**src/rtl/approx_adder_error_sweeper.sv**
```systemverilog
// approx_adder_error_sweeper: drives every operand pair into a combinational
// approximate adder, scores each returned sum against the exact sum through
// a two-stage pipeline, and reports max/count/sum of absolute error plus the
// first vector whose error exceeds ET.
// Optional build macro: SUBXPAT_EARLY_ABORT_EN (stop the sweep on the first
// threshold violation).
module approx_adder_error_sweeper #(
  parameter int IN_W  = 2,
  parameter int OUT_W = 3,
  parameter int ET    = 5
) (
  input  logic                    clk,
  input  logic                    rst,
  input  logic                    start,
  output logic [IN_W-1:0]         dut_a,
  output logic [IN_W-1:0]         dut_b,
  input  logic [OUT_W-1:0]        dut_sum,
  output logic                    busy,
  output logic                    done,
  output logic [OUT_W-1:0]        max_err,
  output logic [2*IN_W:0]         err_count,
  output logic [OUT_W+2*IN_W-1:0] sum_abs_err,
  output logic                    wce_viol,
  output logic [2*IN_W-1:0]       viol_idx
);

  localparam int IDX_W = 2 * IN_W;
  localparam int CNT_W = IDX_W + 1;
  localparam int SUM_W = OUT_W + IDX_W;

  typedef enum logic [1:0] {IDLE, SWEEP, DRAIN, DONE} state_t;

  state_t            state;
  state_t            state_next;
  logic [IDX_W-1:0]  counter;
  logic              accept;
  logic              last_vec;
  logic              abort;

  logic              vld_p0;
  logic [OUT_W-1:0]  exact_p0;
  logic              vld_p1;
  logic [OUT_W-1:0]  sum_p1;
  logic [OUT_W-1:0]  exact_p1;
  logic [IDX_W-1:0]  idx_p1;
  logic [OUT_W-1:0]  abs_err_p1;
  logic              viol_p1;

  // Absolute difference of two unsigned OUT_W values; always fits in OUT_W.
  function automatic logic [OUT_W-1:0] abs_diff(input logic [OUT_W-1:0] x,
                                                input logic [OUT_W-1:0] y);
    logic signed [OUT_W:0] d;
    d = $signed({1'b0, x}) - $signed({1'b0, y});
    if (d < 0) d = -d;
    return d[OUT_W-1:0];
  endfunction

  assign accept   = start && ((state == IDLE) || (state == DONE));
  assign last_vec = (counter == {IDX_W{1'b1}});

  // Stage 0: vector presented to the adder this cycle
  assign vld_p0   = (state == SWEEP);
  assign exact_p0 = OUT_W'({1'b0, dut_a}) + OUT_W'({1'b0, dut_b});

  // Stage 2: error of the registered vector, first-violation detect
  assign abs_err_p1 = abs_diff(exact_p1, sum_p1);
  assign viol_p1    = vld_p1 && (int'(abs_err_p1) > ET) && !wce_viol;

`ifdef SUBXPAT_EARLY_ABORT_EN
  assign abort = viol_p1;
`else
  assign abort = 1'b0;
`endif

  // State register
  always_ff @(posedge clk) begin
    if (rst) state <= IDLE;
    else     state <= state_next;
  end

  // Next-state logic; an abort leaves SWEEP through one DRAIN cycle
  always_comb begin
    state_next = state;
    case (state)
      IDLE:    if (start) state_next = SWEEP;
      SWEEP:   if (abort || last_vec) state_next = DRAIN;
      DRAIN:   state_next = DONE;
      DONE:    if (start) state_next = SWEEP;
      default: state_next = IDLE;
    endcase
  end

  // Outputs decoded from state; operands are parked at 0 outside SWEEP
  always_comb begin
    busy  = (state == SWEEP) || (state == DRAIN);
    done  = (state == DONE);
    dut_a = '0;
    dut_b = '0;
    if (state == SWEEP) {dut_b, dut_a} = counter;
  end

  // Vector counter: restarts on accept, freezes on abort
  always_ff @(posedge clk) begin
    if (rst || accept)                counter <= '0;
    else if (state == SWEEP && !abort) counter <= counter + 1'b1;
  end

  // Stage 1: capture adder result, exact sum and index; abort drops in-flight data
  always_ff @(posedge clk) begin
    if (rst) vld_p1 <= 1'b0;
    else     vld_p1 <= vld_p0 && !abort;
    sum_p1   <= dut_sum;
    exact_p1 <= exact_p0;
    idx_p1   <= counter;
  end

  // Stage 2: accumulate error metrics; first violation is latched once
  always_ff @(posedge clk) begin
    if (rst || accept) begin
      max_err     <= '0;
      err_count   <= '0;
      sum_abs_err <= '0;
      wce_viol    <= 1'b0;
      viol_idx    <= '0;
    end else if (vld_p1) begin
      if (abs_err_p1 > max_err) max_err <= abs_err_p1;
      if (abs_err_p1 != '0)     err_count <= err_count + CNT_W'(1);
      sum_abs_err <= sum_abs_err + SUM_W'(abs_err_p1);
      if (viol_p1) begin
        wce_viol <= 1'b1;
        viol_idx <= idx_p1;
      end
    end
  end

endmodule

```
**config.mk**
```make
export PLATFORM = sky130hd
export DESIGN_NAME = approx_adder_error_sweeper
export DESIGN_NICKNAME = d
export VERILOG_FILES = /design/src/rtl/approx_adder_error_sweeper.sv
export SDC_FILE = /design/constraint.sdc
export NUM_CORES = 1
export LEC_CHECK = 0
export ABC_AREA = 1
export CORE_UTILIZATION = 52
export CTS_CLUSTER_DIAMETER = 30
export DETAILED_ROUTE_END_ITERATION = 6
export GPL_ROUTABILITY_DRIVEN = 0
export PLACE_DENSITY = 0.86
export REMOVE_ABC_BUFFERS = 1
export SKIP_CTS_REPAIR_TIMING = 1
export SLEW_MARGIN = 20
export SYNTH_ARGS = -nofsm -noshare
export SYNTH_HDL_FRONTEND = slang
export SYNTH_SLANG_ARGS = --single-unit
export TNS_END_PERCENT = 100
```
**constraint.sdc**
```tcl
create_clock -name clk -period 3.53 [get_ports clk]
set_input_delay 0.706 -clock clk [delete_from_list [all_inputs] [get_ports clk]]
set_output_delay 0.706 -clock clk [all_outputs]
set_load 0.005 [all_outputs]
```
=== Word-level counts from Yosys, hierarchy flattened ===
Index checks and enable logic that the tools add are counted.

* Multiplexer cells: 6
* Eq/ne operators: 6
* Add/subtract/negate cells: 6
* Reduce and logical (&&, ||, !) cells: 14
* $lt $le $gt $ge: 3

{| class="wikitable"
|+ Operator list
! operator !! count
|-
| 2-to-1 mux 2 bit || 4
|-
| AND reduction 2 bit || 4
|-
| adder 7 x 3 -> 7 bit || 1
|-
| case mux 2 bit (3 select lines) || 1
|-
| adder 5 x 1 -> 5 bit (second input constant) || 1
|-
| adder 4 x 1 -> 4 bit (second input constant) || 1
|-
| equality test 2 bit (second input constant) || 2
|-
| equality test 4 bit (second input constant) || 1
|-
| less-than comparator 4 x 1 -> 1 bit (second input constant) || 1
|-
| subtractor 3 x 3 -> 4 bit || 1
|-
| adder 2 x 2 -> 3 bit || 1
|-
| greater-than comparator 3 bit || 1
|-
| greater-than comparator 3 bit (second input constant) || 1
|-
| logical AND 1 bit || 3
|-
| logical OR 1 bit || 3
|-
| 2-to-1 mux 3 bit || 1
|-
| negator 3 bit || 1
|-
| nonzero test 3 bit || 1
|-
| equality test 2 x 1 -> 1 bit (second input constant) || 1
|-
| zero test 2 bit || 1
|-
| != test 2 x 1 -> 1 bit (second input constant) || 1
|-
| != test 2 bit (second input constant) || 1
|-
| OR reduction 2 bit || 1
|-
| zero test 1 bit || 1
|}

* Logic and storage cells: 46
* Input bits: 6
* Output and inout bits: 26
* Register bits: 37

=== Longest topological paths before layout ===
* Depth in word-level cells: 7
* Gate-level depth with buffers: 19

=== Worst setup path after synthesis ===
OpenSTA, ideal clock, no wires.

* Path kind: register to register
* Start: reg exact_p1[0]
* End: reg sum_abs_err[6]
* Path slack: 0.862 ns
* Clock period less this slack: 2.668 ns
* Arrival time: 2.597 ns
* Buffers on the path: 0
* Cell stages (with the launch flop): 17
* Cell sequence: dfxtp_1 -> inv_1 -> ha_1 -> fa_1 -> ha_1 -> or2_4 -> xnor2_4 -> inv_1 -> ha_1 -> nand2_1 -> nor2_1 -> nand2_1 -> nand2_1 -> nand2_1 -> nand2_1 -> nand2_1 -> a21oi_1

* Cells in the longest elaborated chain, start to end: 4
* Elaborated cells between the ends (all ways): 5

{| class="wikitable"
|+ Ends and longest elaborated chain
! what !! RTL line !! RTL
|-
| from (decl) || 44 || <nowiki>logic [OUT_W-1:0] exact_p1;</nowiki>
|-
| from (signal assigned) || 113 || <nowiki>exact_p1 <= exact_p0;</nowiki>
|-
| subtractor 3 x 3 -> 4 bit * || 53 || <nowiki>d = $signed({1'b0, x}) - $signed({1'b0, y});</nowiki>
|-
| less-than comparator 4 x 1 -> 1 bit / negator 3 bit (equally long branches) || 54 || <nowiki>if (d < 0) d = -d;</nowiki>
|-
| 2-to-1 mux 3 bit * || 54 ||
|-
| named net abs_err_p1[2] || 46 || <nowiki>logic [OUT_W-1:0] abs_err_p1;</nowiki>
|-
| adder 7 x 3 -> 7 bit * || 128 || <nowiki>sum_abs_err <= sum_abs_err + SUM_W'(abs_err_p1);</nowiki>
|-
| to (signal assigned) || 128 ||
|-
| to (decl) || 22 || <nowiki>output logic [OUT_W+2*IN_W-1:0] sum_abs_err,</nowiki>
|}

The timed path passes the listed nets; every way through them passes the cells marked *.
A chain may end at the register's enable or synchronous reset.

=== Worst setup path after layout ===
Same ends and word-level chain as after synthesis.

==> run_results.csv <==
group,metric,value,unit
layout,n_antenna_cell,0,
setup_path,crit_required,3.80,ns
detailed_routing,drtPass1Iterations,4,
power_and_ir_drop,finalPower,1.08,mW
timing,setup_viol,0,
floorplanning,die_w,60.5,microns
clock_network,cts_tree,"built",
placed_design,post_dp_cell_area,0.00213,sq mm
timing,timing_hold_violations_final,0,
layout,fin_nets,287,
detailed_routing,wl_per_cell,10.1,microns
synth,avgSynthCellArea,7.81,sq um
layout,stdcell_area,0.00219,sq mm
timing,fin_ws,0.637,ns
timing,finalSetupTns,0,ns
hold_path,hold_end,"idx_p1[3]$_DFF_P_",
floorplanning,start_util,0.565,
grt,grt_pass1_vias,1303,
setup_path,worstSetupStartpointType,"flip-flop",
setup_path,worstPathMaxFanout,7,
power_and_ir_drop,intPower,0.695,mW
timing,finalClockSkew,0.00564,ns
power_and_ir_drop,sw_frac_of_total,0.357,
clock_network,cts-root-buf,"clkbuf_4",
synth,syn_area,0.00178,sq mm
synth,ys_warn_count,0,
power_and_ir_drop,combPwrFrac,0.328,
clock_network,clk_pin_slew_worst_paths,0.12,ns
grt,grt.total_usage,0.195,
placed_design,dp_cells,301,
timing,fin_crit,2.89,ns
detailed_routing,drc_errors,0,
timing,rsz0062_at_grt,"no",
layout,area_growth,23.1,%
power_and_ir_drop,leakagePower,0.951,nW
detailed_routing,drtAntennaViolNets,0,
power_and_ir_drop,pwr-share-clk,0.211,
timing,hold_ws,0.383,ns
power_and_ir_drop,peakVddDrop,0.453,mV
clock_network,clk_path_buf_depth,2,
setup_path,slowest_delay,0.48,ns
setup_path,r2r-start,"exact_p1[0]$_DFF_P_",
grt,antenna_found_initial,0,
clock_network,htreeDepth,2,
detailed_routing,drt-total-wl,3110,microns
job,cap_violations,0,
grt,grt_first_pass_wirelength,5230,microns
setup_path,crit_chain,"inv_1 -> ha_1 -> fa_1 -> ha_1 -> or2_4 -> xnor2_4 -> inv_1 -> ha_1 -> nand2_1 -> nor2_1 -> nand2_1 -> nand2_1 -> nand2_1 -> nand2_1 -> nand2_1 -> a21oi_1",
clock_network,clock-sinks,37,
layout,final_util,0.695,
setup_path,r2r_end,"sum_abs_err[6]$_SDFFE_PP0P_",
layout,fillers,286,
detailed_routing,vias_per_cell,4.81,
timing,max_freq,0.346,GHz
synth,synthCells,228,
placed_design,port_buffers,31,
synth,synth.distinct_cells,27,
timing,slew_viol_final,0,
floorplanning,die_h,60.5,microns
synth,ys_ff_latch,37,
placed_design,place_ws,0.646,ns
hold_path,min_from,"counter[3]$_SDFFE_PP0P_",
synth,synth_seq_area_share,0.416,
floorplanning,io-pin-count,32,
detailed_routing,routed-via-count,1487,
setup_path,rrSetupSlack,0.64,ns
layout,layout-drive-gt1-share,0.0717,
floorplanning,dieArea,0.00366,sq mm
power_and_ir_drop,seqPwrFrac,0.461,
timing,period_share,0.820,
timing,tightest_slew,0.579,ns
setup_path,slowest_stage,"fa_1",
status,status,"finished, final reports clean",
placed_design,detailed_place_hpwl,2390,microns
setup_path,critPathKind,"reg2reg",
power_and_ir_drop,p_sw,0.387,mW
hold_path,worstHoldPathType,"reg2reg",
setup_path,worstRegToRegCells,16,
grt,gr-total-overflow,0,
hold_path,holdPathStages,0,
clock_network,clkLatencyLatePin,0.34,ns
setup_path,cpMostUsedCell,"nand2_1",
timing,slew-limit-headroom,0.614,
grt,grt_max_degree,14,
floorplanning,rows,20,
setup_path,worst_setup_path_end_kind,"flip-flop",
power_and_ir_drop,power.density,493,mW/mm^2
layout,instances_no_fill,309,
floorplanning,core_area,0.00315,sq mm
detailed_routing,drt-initial-drc-count,80,
setup_path,arrival,3.17,ns
clock_network,cts_made_buffers,5,
## critical path: cells and delay by family, from the launching register on
| kind | cells | cell delay (ns) |
|---|---|---|
| adders and majority gates | 4 | 1.25 |
| and+or+nand+nor | 8 | 0.71 |
| DFF | 1 | 0.33 |
| xor gates and xnor gates | 1 | 0.26 |
| buffers and inverters | 2 | 0.14 |
| AOI/OAI and AO/OA | 1 | 0.14 |
## area by class of cell
class,count,area [sq um],area share
multi-input combinational,152,885,0.404
sequential,37,741,0.338
timing repair buffer,32,318,0.145
inverter,36,135,0.0616
tap,44,55.1,0.0251
clock buffer,5,37.5,0.0171
clock inverter,3,21.3,0.00970
## worst max path at each step
stage / from / end / slack [ns] / depth (start not counted)
final: exact_p1[0]$_DFF_P_ / sum_abs_err[6]$_SDFFE_PP0P_ / 0.64 / 16
after global placement: exact_p1[0]$_DFF_P_ / sum_abs_err[6]$_SDFFE_PP0P_ / 0.75 / 16
after global routing: exact_p1[0]$_DFF_P_ / sum_abs_err[6]$_SDFFE_PP0P_ / 0.41 / 16
after CTS: exact_p1[0]$_DFF_P_ / sum_abs_err[6]$_SDFFE_PP0P_ / 0.62 / 16
after detailed placement: exact_p1[0]$_DFF_P_ / sum_abs_err[6]$_SDFFE_PP0P_ / 0.65 / 16
after floorplan: exact_p1[0]$_DFF_P_ / sum_abs_err[6]$_SDFFE_PP0P_ / 0.85 / 16
## cells in the final DEF, fill, tap and decap left out
| master | synthesis | layout |
|---|---|---|
| or2_4 | 1 | 1 |
| ha_1 | 15 | 15 |
| nand2_2 | 3 | 3 |
| clkdlybuf4s50_1 | 0 | 31 |
| nor2_1 | 25 | 25 |
| nand2_1 | 46 | 46 |
| o31ai_1 | 1 | 1 |
| fa_1 | 2 | 2 |
| clkbuf_4 | 0 | 5 |
| clkinvlp_4 | 0 | 1 |
| xnor2_4 | 1 | 1 |
| clkinv_2 | 0 | 1 |
| nand3_2 | 1 | 1 |
| a21oi_1 | 18 | 18 |
| xor2_1 | 1 | 1 |
| o21ai_1 | 4 | 4 |
| nand3b_1 | 2 | 2 |
| inv_2 | 1 | 1 |
| a21oi_2 | 1 | 1 |
| o21ai_0 | 8 | 8 |
| dfxtp_1 | 37 | 37 |
| inv_1 | 35 | 35 |
| nand4_1 | 1 | 1 |
| inv_6 | 0 | 1 |
| nand3_1 | 13 | 13 |
| buf_4 | 0 | 1 |
| nor2_4 | 1 | 1 |
| or2_0 | 1 | 1 |
| xor2_2 | 1 | 1 |
| nor3_1 | 6 | 6 |
## layer usage
metal | global-route usage | up-vias | routed length, microns
met5 | 0 | - | 0
met2 | 0.328 | 38 | 1430
met3 | 0.0448 | 3 | 187
met4 | 0.0877 | 0 | 38
li1 | - | 795 | -
met1 | 0.239 | 651 | 1460
## Yosys cell counts (all sizes together)
cell / n / share of area
clkbuf: 1 / 0.0021
nand3b: 2 / 0.0084
ha: 15 / 0.11
dfxtp: 37 / 0.42
inv: 36 / 0.076
nand3: 14 / 0.042
fa: 2 / 0.022
xor2: 2 / 0.014
nand4: 1 / 0.0035
or2: 2 / 0.0084
nand2: 49 / 0.11
xnor2: 1 / 0.015
nor3: 6 / 0.017
nor2: 26 / 0.059
o21ai: 12 / 0.034
buf: 2 / 0.0091
o31ai: 1 / 0.0042
a21oi: 19 / 0.056
## cell families after synthesis
logic type / synth area share
xor gates and xnor gates: 0.0295
adders and majority gates: 0.128
buffers and inverters: 0.0871
DFF: 0.416
and+or+nand+nor: 0.246
AOI/OAI and AO/OA: 0.0935
## state kept, by name, summed over array words and instances (netlist names)
signal	flops
sum_abs_err	7
exact_p1	3
wce_viol	1
max_err	3
counter	4
viol_idx	4
idx_p1	4
sum_p1	3
err_count	5
vld_p1	1
state	2
## power by group through the flow
stage | registers [mW] | logic (mW) | clock network, mW
floorplan | 0.499 | 0.246 | 0
global placement | 0.506 | 0.348 | 0
detailed placement | 0.507 | 0.355 | 0
CTS | 0.498 | 0.357 | 0.236
global route | 0.504 | 0.409 | 0.257
finish | 0.499 | 0.355 | 0.228
No activity file was read; power rests on OpenSTA's default activity.
